[src/rtl/pwm_capture_pkg.sv]
// Shared types and default sizing for the PWM input capture block.
package pwm_capture_pkg;

    localparam int unsigned DEF_WIDTH   = 32;
    localparam int unsigned DEF_TIMEOUT = 12000000;

    typedef enum logic [1:0] {
        ST_IDLE,
        ST_HIGH,
        ST_LOW
    } state_t;

endpackage

[src/rtl/pwm_sync_edge.sv]
// Two-flop synchroniser for the asynchronous PWM pin plus a history flop for edge detection.
module pwm_sync_edge (
    input  logic clk,
    input  logic reset,
    input  logic pin_i,
    output logic level_o,
    output logic rise_o,
    output logic fall_o
);

    logic s1_q;
    logic s2_q;
    logic prev_q;

    always_ff @(posedge clk) begin
        if (reset) begin
            s1_q   <= 1'b0;
            s2_q   <= 1'b0;
            prev_q <= 1'b0;
        end else begin
            s1_q   <= pin_i;
            s2_q   <= s1_q;
            prev_q <= s2_q;
        end
    end

    assign level_o = s2_q;
    assign rise_o  = s2_q & ~prev_q;
    assign fall_o  = ~s2_q & prev_q;

endmodule

[src/rtl/pwm_capture.sv]
// Measures period and high time of an external PWM pin in clk cycles and flags a stalled input.
module pwm_capture
    import pwm_capture_pkg::*;
#(
    parameter int unsigned WIDTH   = DEF_WIDTH,
    parameter int unsigned TIMEOUT = DEF_TIMEOUT
) (
    input  logic             clk,
    input  logic             reset,
    input  logic             enable,
    input  logic             PWM,
    output logic [WIDTH-1:0] period,
    output logic [WIDTH-1:0] highTime,
    output logic             valid,
    output logic             stalled,
    output logic             level
);

    localparam logic [WIDTH-1:0] TMO     = WIDTH'(TIMEOUT);
    localparam logic [WIDTH-1:0] CNT_ONE = WIDTH'(1);

    logic             clear;
    logic             rise;
    logic             fall;
    logic             sync_level;
    state_t           state_q;
    logic [WIDTH-1:0] cnt_q;
    logic [WIDTH-1:0] cnt_d;
    logic [WIDTH-1:0] hi_lat_q;
    logic [WIDTH-1:0] period_q;
    logic [WIDTH-1:0] high_q;
    logic             valid_q;
    logic             stalled_q;

    // Disabling the block behaves exactly like reset, synchroniser included.
    assign clear = reset | ~enable;

    pwm_sync_edge u_sync (
        .clk    (clk),
        .reset  (clear),
        .pin_i  (PWM),
        .level_o(sync_level),
        .rise_o (rise),
        .fall_o (fall)
    );

    always_comb begin
        cnt_d = cnt_q;
        if (rise) begin
            cnt_d = CNT_ONE;
        end else if (cnt_q != TMO) begin
            cnt_d = cnt_q + CNT_ONE;
        end
    end

    always_ff @(posedge clk) begin
        if (clear) begin
            state_q   <= ST_IDLE;
            cnt_q     <= '0;
            period_q  <= '0;
            high_q    <= '0;
            valid_q   <= 1'b0;
            stalled_q <= 1'b0;
        end else begin
            cnt_q   <= cnt_d;
            valid_q <= 1'b0;
            case (state_q)
                ST_IDLE: begin
                    if (rise) begin
                        state_q <= ST_HIGH;
                    end
                end
                ST_HIGH: begin
                    if (fall) begin
                        state_q <= ST_LOW;
                    end else if (cnt_q == TMO) begin
                        period_q  <= '0;
                        high_q    <= '0;
                        stalled_q <= 1'b1;
                        valid_q   <= 1'b1;
                        state_q   <= ST_IDLE;
                    end
                end
                ST_LOW: begin
                    // A rise on the saturation cycle still counts as a measurement.
                    if (rise) begin
                        period_q  <= cnt_q;
                        high_q    <= hi_lat_q;
                        stalled_q <= 1'b0;
                        valid_q   <= 1'b1;
                        state_q   <= ST_HIGH;
                    end else if (cnt_q == TMO) begin
                        period_q  <= '0;
                        high_q    <= '0;
                        stalled_q <= 1'b1;
                        valid_q   <= 1'b1;
                        state_q   <= ST_IDLE;
                    end
                end
                default: state_q <= ST_IDLE;
            endcase
        end
    end

    always_ff @(posedge clk) begin
        if (state_q == ST_HIGH && fall) begin
            hi_lat_q <= cnt_q;
        end
    end

    assign period   = period_q;
    assign highTime = high_q;
    assign valid    = valid_q;
    assign stalled  = stalled_q;
    assign level    = sync_level;

endmodule

[config.mk]
export PLATFORM = sky130hd
export DESIGN_NAME = pwm_capture
export DESIGN_NICKNAME = d
export VERILOG_FILES = /design/src/rtl/pwm_capture_pkg.sv /design/src/rtl/pwm_sync_edge.sv /design/src/rtl/pwm_capture.sv
export SDC_FILE = /design/constraint.sdc
export NUM_CORES = 1
export LEC_CHECK = 0
export CAP_MARGIN = 20
export CORE_ASPECT_RATIO = 0.6
export CORE_UTILIZATION = 58
export DETAILED_ROUTE_END_ITERATION = 7
export HOLD_SLACK_MARGIN = 0.12
export PLACE_DENSITY = 0.84
export SYNTH_ARGS = -nofsm -noshare
export SYNTH_HDL_FRONTEND = slang
export SYNTH_SLANG_ARGS = --single-unit
[constraint.sdc]
create_clock -name clk -period 2.8 [get_ports clk]
set_input_delay 0.84 -clock clk [delete_from_list [all_inputs] [get_ports clk]]
set_output_delay 0.84 -clock clk [all_outputs]
set_load 0.05 [all_outputs]
# [After elaboration in Yosys (flattened, before gate mapping)]
# Index checks and enable logic that the tools add are counted.
# W data, S select, Z words.
[word_totals] ff_bits=135 in_bits=4 out_inout_bits=67 elab_cells=53
[op_classes] addsub=1 eq_ne=6 mux=23 bitwise=6 reduce_logical=6
[ops] op="$mux W32" n=6
[ops] op="$pmux W32 S2" n=2
[ops] op="$add A32 B1 Y32 const B" n=1
[ops] op="$eq A32 B24 Y1 const B" n=1
[ops] op="$ne A32 B24 Y1 const B" n=1
[ops] op="$mux W1" n=8
[ops] op="$mux W2" n=4
[ops] op="$pmux W2 S3" n=1
[ops] op="$ne A2 B2 Y1 const B" n=2
[ops] op="$pmux W1 S2" n=2
[ops] op="$reduce_bool A2 Y1" n=2
[ops] op="$not A1 Y1" n=3
[ops] op="$and A1 B1 Y1" n=2
[ops] op="$eq A2 B1 Y1 const B" n=1
[ops] op="$eq A2 B2 Y1 const B" n=1
[ops] op="$logic_not A2 Y1" n=1
[ops] op="$reduce_and A2 Y1" n=1
[ops] op="$reduce_or A2 Y1" n=1
[ops] op="$logic_and A1 B1 Y1" n=1
[ops] op="$or A1 B1 Y1" n=1

# [Longest topological paths before layout]
# Gate-level depths: netlist (run 1).
[logic_depth] word_depth=4 mapped_depth=7 mapped_depth_nobuf=6

# [Cells and area by module]
# From an unflattened synthesis (run 1), not the netlist that was laid out.
[hier_totals] cells_unflattened=459 area_unflattened_um2=5079.9
[modules_own_cells] module="pwm_capture" n_inst=1 cells_per_inst=451 area_each_um2=4988.5 seq_area_each_um2=2962.8
[modules_own_cells] module="pwm_sync_edge" n_inst=1 cells_per_inst=8 area_each_um2=91.3 seq_area_each_um2=60.1

# [Worst setup path after synthesis (run 1)]
# No wires, ideal clock.
[synth_path] path_kind="reg-to-reg" from="register u_sync.s2_q (netlist: u_sync.level_o)" to="register period_q[10] (netlist: period[10])" setup_ns=0.116 t_arrival_ns=1.799 required_time_ns=2.684 setup_slack_ns=0.885 path_stages_with_launch=6 path_buffers=1 period_less_slack_ns=1.915 cell_sequence="dfxtp_1 nor2b_1 and2_1 o41ai_4 buf_6 nor2_1"
[synth_via] elab_chain_cells=4 word_cells_on_any_way=7 cone_classes="1 x eq/ne; 2 x mux; 3 x bitwise; 1 x reduce/logical"
[synth_lines] item="from (decl)" line_no="pwm_sync_edge.sv:12" rtl="logic s2_q;"
[synth_lines] item="from (signal assigned)" line_no="pwm_sync_edge.sv:22" rtl="s2_q <= s1_q;"
[synth_lines] item="$not A1 Y1" line_no="pwm_sync_edge.sv:29" rtl="assign fall_o = ~s2_q & prev_q;"
[synth_lines] item="$and A1 B1 Y1" line_no="pwm_sync_edge.sv:29"
[synth_lines] item="$ne A2 B2 Y1 (no line)"
[synth_lines] item="$reduce_and A2 Y1 (no line)"
[synth_lines] item="to (signal assigned)" line_no="pwm_capture.sv:87" rtl="period_q <= cnt_q;"
[synth_lines] item="to (decl)" line_no="pwm_capture.sv:30" rtl="logic [WIDTH-1:0] period_q;"
# Parallel ways exist; a longest one is shown, timed or not.
# A chain may end at the register's enable or synchronous reset.

# [Worst setup path in the final report (run 1)]
[layout_path] from="register u_sync.s2_q (netlist: u_sync.level_o)" to="output port level"
[layout_lines] item="to (decl)" line_no="pwm_capture.sv:16" rtl="output logic level"
# No word-level cell between the ends.

==> out/qor.txt, run 1 <==
Clk_lat worst skew: 430 ps
Sw frac: 18.6%
Final Hold Vio Count: 0
Die width: 125 um
Most frequent cells in the layout: dfxtp_1, nor2_1, clkdlybuf4s50_1
GPL Wtd Cong: 0.888
CTS tree: done
Run status: complete, but fails checks
Syn_nets: 484
Layout cells sized above 1: 7.66%
Least-Margin Pin Slew: 517 ps
Non-filler cells in the finished layout: 673
CTS resizes: 0
Crit-path slowest cell: clkdlybuf4s50_1
Post-place setup slack: 513 ps
Buffers added on ports: 70
Max VDD drop: 0.000527 V
Placed Area: 6070 um2
Worst path bufs/invs: 1
Worst EP arrival: 1630 ps
Largest net degree at the start of global routing: 39
Seq cells post-synth: 135
CTS H-tree lvls: 4
1st-pass router iterations: 7
Avg WL per Cell: 18.6 um
Clock network fraction of total power: 55.0%
Library cells used by synthesis: 42
Clock Root Buffer: clkbuf_16
Synth Instances: 474
DR iter-0 viols: 534
Critical path depth: 1
Leak: 2.72 nW
Fin crit share: 88.1%
Failing checks: design-rule violations
Antenna viol nets, final: 0
Total power: 4.54 mW
Synth Area in Compound Gates: 7.03%
# DRC: 15
Row count: 26
FF-to-FF End: cnt_q[21]
Crit Path Class: reg -> out
Synth Area in XOR/XNOR: 1.67%
RSZ-0062 raised after global routing: no
Reg2reg path depth: 4
Layout area overhead: 28.2%
Int Power: 3.69 mW
Core Box Area: 8650 um2
Async set-reset flop share out of synthesis: 0%
Clock slew at reported path FFs: 50 ps
PnR worst setup slack: 334 ps
Post-synthesis mux area share: 12.2%
Crit path cell chain: clkdlybuf4s50_1
Worst min path class: reg -> reg
Via count: 4044
Post-CTS setup buffers: 0
Seq pwr share: 43.9%
EDFF count, synth: 32
Net load switching power: 0.844 mW
Pwr dens: 674 nW/um2
Finished Cell Area: 6730 um2
Ys Warns: 0
Final WL: 12500 um
# fillers: 540
RR Startpoint: cnt_q[5]
Crit path capture: level
Initial Util: 60.7%
Die footprint: 9450 um2
Num CTS Buffers: 17
Chip height: 75.7 um
Gr ovfl total: 0
Setup TNS: 0 ps
Final-report max-slew violation count: 0
Endpoint type of the worst setup path: output port
Share of the synthesized area in the top cell type: 39.3%
CTS Hold Bufs: 0
Gate power share: 1.1%
First-pass GRT wire length: 19700 um
Synth top area cells: dfxtp_1, edfxtp_1, mux2i_1
Yosys top cell by area: dfxtp_1
Synth Area in Adders: 1.43%
DP Cell Count: 641
Min Hold Slack: 433 ps
# clock sinks: 135
Num ports: 71
Vias per cell: 6.01
Max-slew headroom: 65.4%
Synth Area per Inst: 11.1 um2
Mapped cell area: 5250 um2
Max Cap Viol: 0
Max FO, Critical Path: 6
Most common cell after layout, fill and taps aside: dfxtp_1
Deepest clock path buffer count: 2
Layout Skew: 13.4 ps
Final setup violation count: 0
Worst reg2reg setup slack: 410 ps
Slowest stage delay, CP: 830 ps
Cell class contributing the biggest share of worst-path delay: buffers and inverters
Tmin final: 2470 ps
Post-synthesis sequential area ratio: 57.6%
Vias in the first global route: 3791
Post-Synth Simple-Gate Area: 16.4%
Nets: 558
Antenna cells: 0
FMAX: 406 MHz
CP startpoint: u_sync.level_o
GRT Total Usage: 28.1%
CP required: 1960 ps
Largest family of logic cells by synthesized area: simple AND/OR/NAND/NOR gates
Dpl hpwl: 7780 um
Startpoint types: flip-flop
Core Util, Final: 77.8%
Primary FF master, synth: dfxtp_1
Initial antenna violation count: 0
worst reg2reg max path, cell delays in order (launching register included):
cell     delay, ps
dfxtp_1        540
and3_1         470
nand4_1        490
or4_1          630
a21oi_1        190
layer usage:
layer	vias up	GRT usage (%)	part of all wire [%]
met3	42	8.08	9.0
met2	240	43.8	45
met4	0	14.0	2.4
met5	-	0	0
met1	1900	37.1	44
li1	1862	-	-
cells in the mapped netlist (5+ instances only):
library cell / number
ha_1: 6
nor2_1: 76
dfxtp_1: 103
edfxtp_1: 32
inv_1: 9
nor3_1: 5
buf_6: 6
or3_1: 7
o31ai_1: 11
and2_1: 7
mux2i_1: 64
and4_1: 6
xor2_1: 6
and3_1: 6
nand4_1: 11
or4_1: 11
o21ai_0: 10
nand3_1: 12
buf_2: 8
clkbuf_1: 11
a21oi_1: 22
nand2_1: 10
state kept, by name, summed over array words and instances (netlist names):
name / count
cnt_q: 32
hi_lat_q: 32
highTime: 32
period: 32
stalled: 1
state_q: 2
u_sync.level_o: 1
u_sync.prev_q: 1
u_sync.s1_q: 1
valid: 1
cell type report:
type | count | area [um2] | area share [%]
clock inverters | 10 | 201 | 2.99
repair buffers | 82 | 828 | 12.3
clock buffers | 22 | 454 | 6.75
well taps | 112 | 140 | 2.08
flip-flops and latches | 135 | 3020 | 44.9
multi-input cells | 303 | 2050 | 30.4
inverters | 9 | 33.8 | 0.502
power groups by stage:
stage / Combinational (mW) / Sequential, mW / Clock [mW]
6_report: 0.0487 / 1.99 / 2.49
5_1_grt: 0.0526 / 1.99 / 2.60
2_1_floorplan: 0.0363 / 2.03 / 0
3_3_place_gp: 0.0468 / 2.03 / 0
4_1_cts: 0.0484 / 1.99 / 2.50
3_5_place_dp: 0.0480 / 2.03 / 0
cell families (layout without fill, tap and decap cells):
logic type               after synthesis  after routing
AND/OR/NAND/NOR                      167            167
flip-flops                           135            135
multiplexers                          64             64
AO/OA/AOI/OAI                         56             56
buffers and inverters                 36            123
XOR/XNOR                              10             10
adder cells (fa/ha/maj)                6              6
how the worst min path moves through the flow:
stage	slack [ps]	start	endpoint	depth (start not counted)
final	430	u_sync.s1_q	u_sync.level_o	1
after global routing	450	u_sync.s1_q	u_sync.level_o	1
after CTS	440	u_sync.s1_q	u_sync.level_o	1
after detailed placement	420	u_sync.s1_q	u_sync.level_o	1
after global placement	420	u_sync.s1_q	u_sync.level_o	1
after floorplan	400	cnt_q[11]	hi_lat_q[11]	0
Power figures use the tool's default switching activity.
==> run 2, diff against run 1 <==
SLEW_MARGIN = 30   (was default)
==> results of run 2 <==
No change in the layout: final DEF, timing and power equal those of run 1.
==> run 3, diff against run 2 <==
--- a/config.mk
+++ b/config.mk
@@ -10,2 +10,3 @@
 export CORE_UTILIZATION = 58
+export CTS_CLUSTER_SIZE = 28
 export DETAILED_ROUTE_END_ITERATION = 7
==> constraint.sdc (replaced) <==
create_clock -name clk -period 2.8 [get_ports clk]
set_input_delay 0.28 -clock clk [delete_from_list [all_inputs] [get_ports clk]]
set_output_delay 0.28 -clock clk [all_outputs]
set_load 0.05 [all_outputs]
==> out/qor.txt, run 3 (synthesis gave the netlist of run 1 again) <==
Final-report max-slew violation count: 0
CP required: 3150 ps
Max VDD drop: 0.000397 V
Fin crit share: 80.6%
Post-CTS setup buffers: 0
Vias per cell: 5.89
Tmin final: 2260 ps
# clock sinks: 135
CTS tree: done
Largest net degree at the start of global routing: 55
Deepest clock path buffer count: 2
Final Hold Vio Count: 0
CTS Hold Bufs: 0
RSZ-0062 raised after global routing: no
Vias in the first global route: 3662
Pwr dens: 623 nW/um2
Least-Margin Pin Slew: 544 ps
Leak: 2.65 nW
First-pass GRT wire length: 18600 um
Initial Util: 60.7%
Clock Root Buffer: clkbuf_16
Chip height: 75.7 um
Via count: 3949
GRT Total Usage: 26.5%
Placed Area: 6030 um2
Most frequent cells in the layout: dfxtp_1, nor2_1, clkdlybuf4s50_1
Row count: 26
Buffers added on ports: 70
Worst min path class: reg -> reg
Num ports: 71
Crit Path Class: reg -> reg
Die width: 125 um
Antenna viol nets, final: 0
Gr ovfl total: 0
Die footprint: 9450 um2
Non-filler cells in the finished layout: 670
Finished Cell Area: 6590 um2
Run status: complete, but fails checks
DR iter-0 viols: 422
Final WL: 11900 um
CTS H-tree lvls: 4
Layout Skew: 8.15 ps
DP Cell Count: 638
Max FO, Critical Path: 12
Layout cells sized above 1: 8.06%
Worst EP arrival: 2600 ps
Num CTS Buffers: 17
Clock slew at reported path FFs: 60 ps
Failing checks: design-rule violations
Initial antenna violation count: 0
Int Power: 3.22 mW
# DRC: 16
Total power: 4.11 mW
Sw frac: 21.7%
Clk_lat worst skew: 420 ps
Max-slew headroom: 63.6%
Nets: 555
Setup TNS: 0 ps
Layout area overhead: 25.5%
1st-pass router iterations: 7
Min Hold Slack: 429 ps
Net load switching power: 0.890 mW
Startpoint types: flip-flop
GPL Wtd Cong: 0.891
Gate power share: 1.2%
Antenna cells: 0
Max Cap Viol: 0
FMAX: 443 MHz
Dpl hpwl: 7670 um
Endpoint type of the worst setup path: flip-flop
CTS resizes: 0
Final setup violation count: 0
Core Box Area: 8650 um2
Most common cell after layout, fill and taps aside: dfxtp_1
Seq pwr share: 48.5%
Avg WL per Cell: 17.8 um
Clock network fraction of total power: 50.4%
-- run 3: critical path, cell delays in order (launching register included) --
cell and delay [ps]:
dfxtp_1 500, and3_1 410, nand4_1 480, or4_1 640, a21oi_1 150
-- run 3: area by class of cell --
cell class | instances | area, um2
clock buffer | 19 | 464
timing repair buffer | 79 | 781
fill | 546 | 2070
sequential | 135 | 3020
multi-input combinational | 303 | 2050
tap | 112 | 140
inverter | 9 | 33.8
clock inverter | 13 | 96.3
-- run 3: power by group through the flow --
| stage | registers, mW | logic [mW] | clock network, mW |
|---|---|---|---|
| 2_1_floorplan | 2.03 | 0.0363 | 0 |
| 3_3_place_gp | 2.03 | 0.0451 | 0 |
| 3_5_place_dp | 2.03 | 0.0462 | 0 |
| 4_1_cts | 1.99 | 0.0472 | 2.09 |
| 5_1_grt | 1.99 | 0.0505 | 2.17 |
| 6_report | 1.99 | 0.0473 | 2.07 |
-- run 3: through the flow --
stage               worst slack, ps  utilization [%]
CTS                             557             76.1
detailed placement              599             69.6
finish                          543             76.1
floorplan                       885                -
global placement                681             69.6
global route                    405             76.1
-- run 3: path summary, 6_finish.rpt --
kind	startpoint	slack [ps]	depth (start not counted)	endpoint
max	cnt_q[5]	540	4	cnt_q[21]
min	u_sync.s1_q	430	1	u_sync.level_o
max reg2reg	cnt_q[5]	540	4	cnt_q[21]
min reg2reg	u_sync.s1_q	430	1	u_sync.level_o
-- run 3: metal layers --
metal / up-vias / track usage, % / part of all wire, %
li1: 1859 / - / -
met1: 1862 / 35.9 / 45
met2: 212 / 40.3 / 45
met3: 16 / 8.43 / 9.2
met4: 0 / 10.7 / 1.2
met5: - / 0 / 0
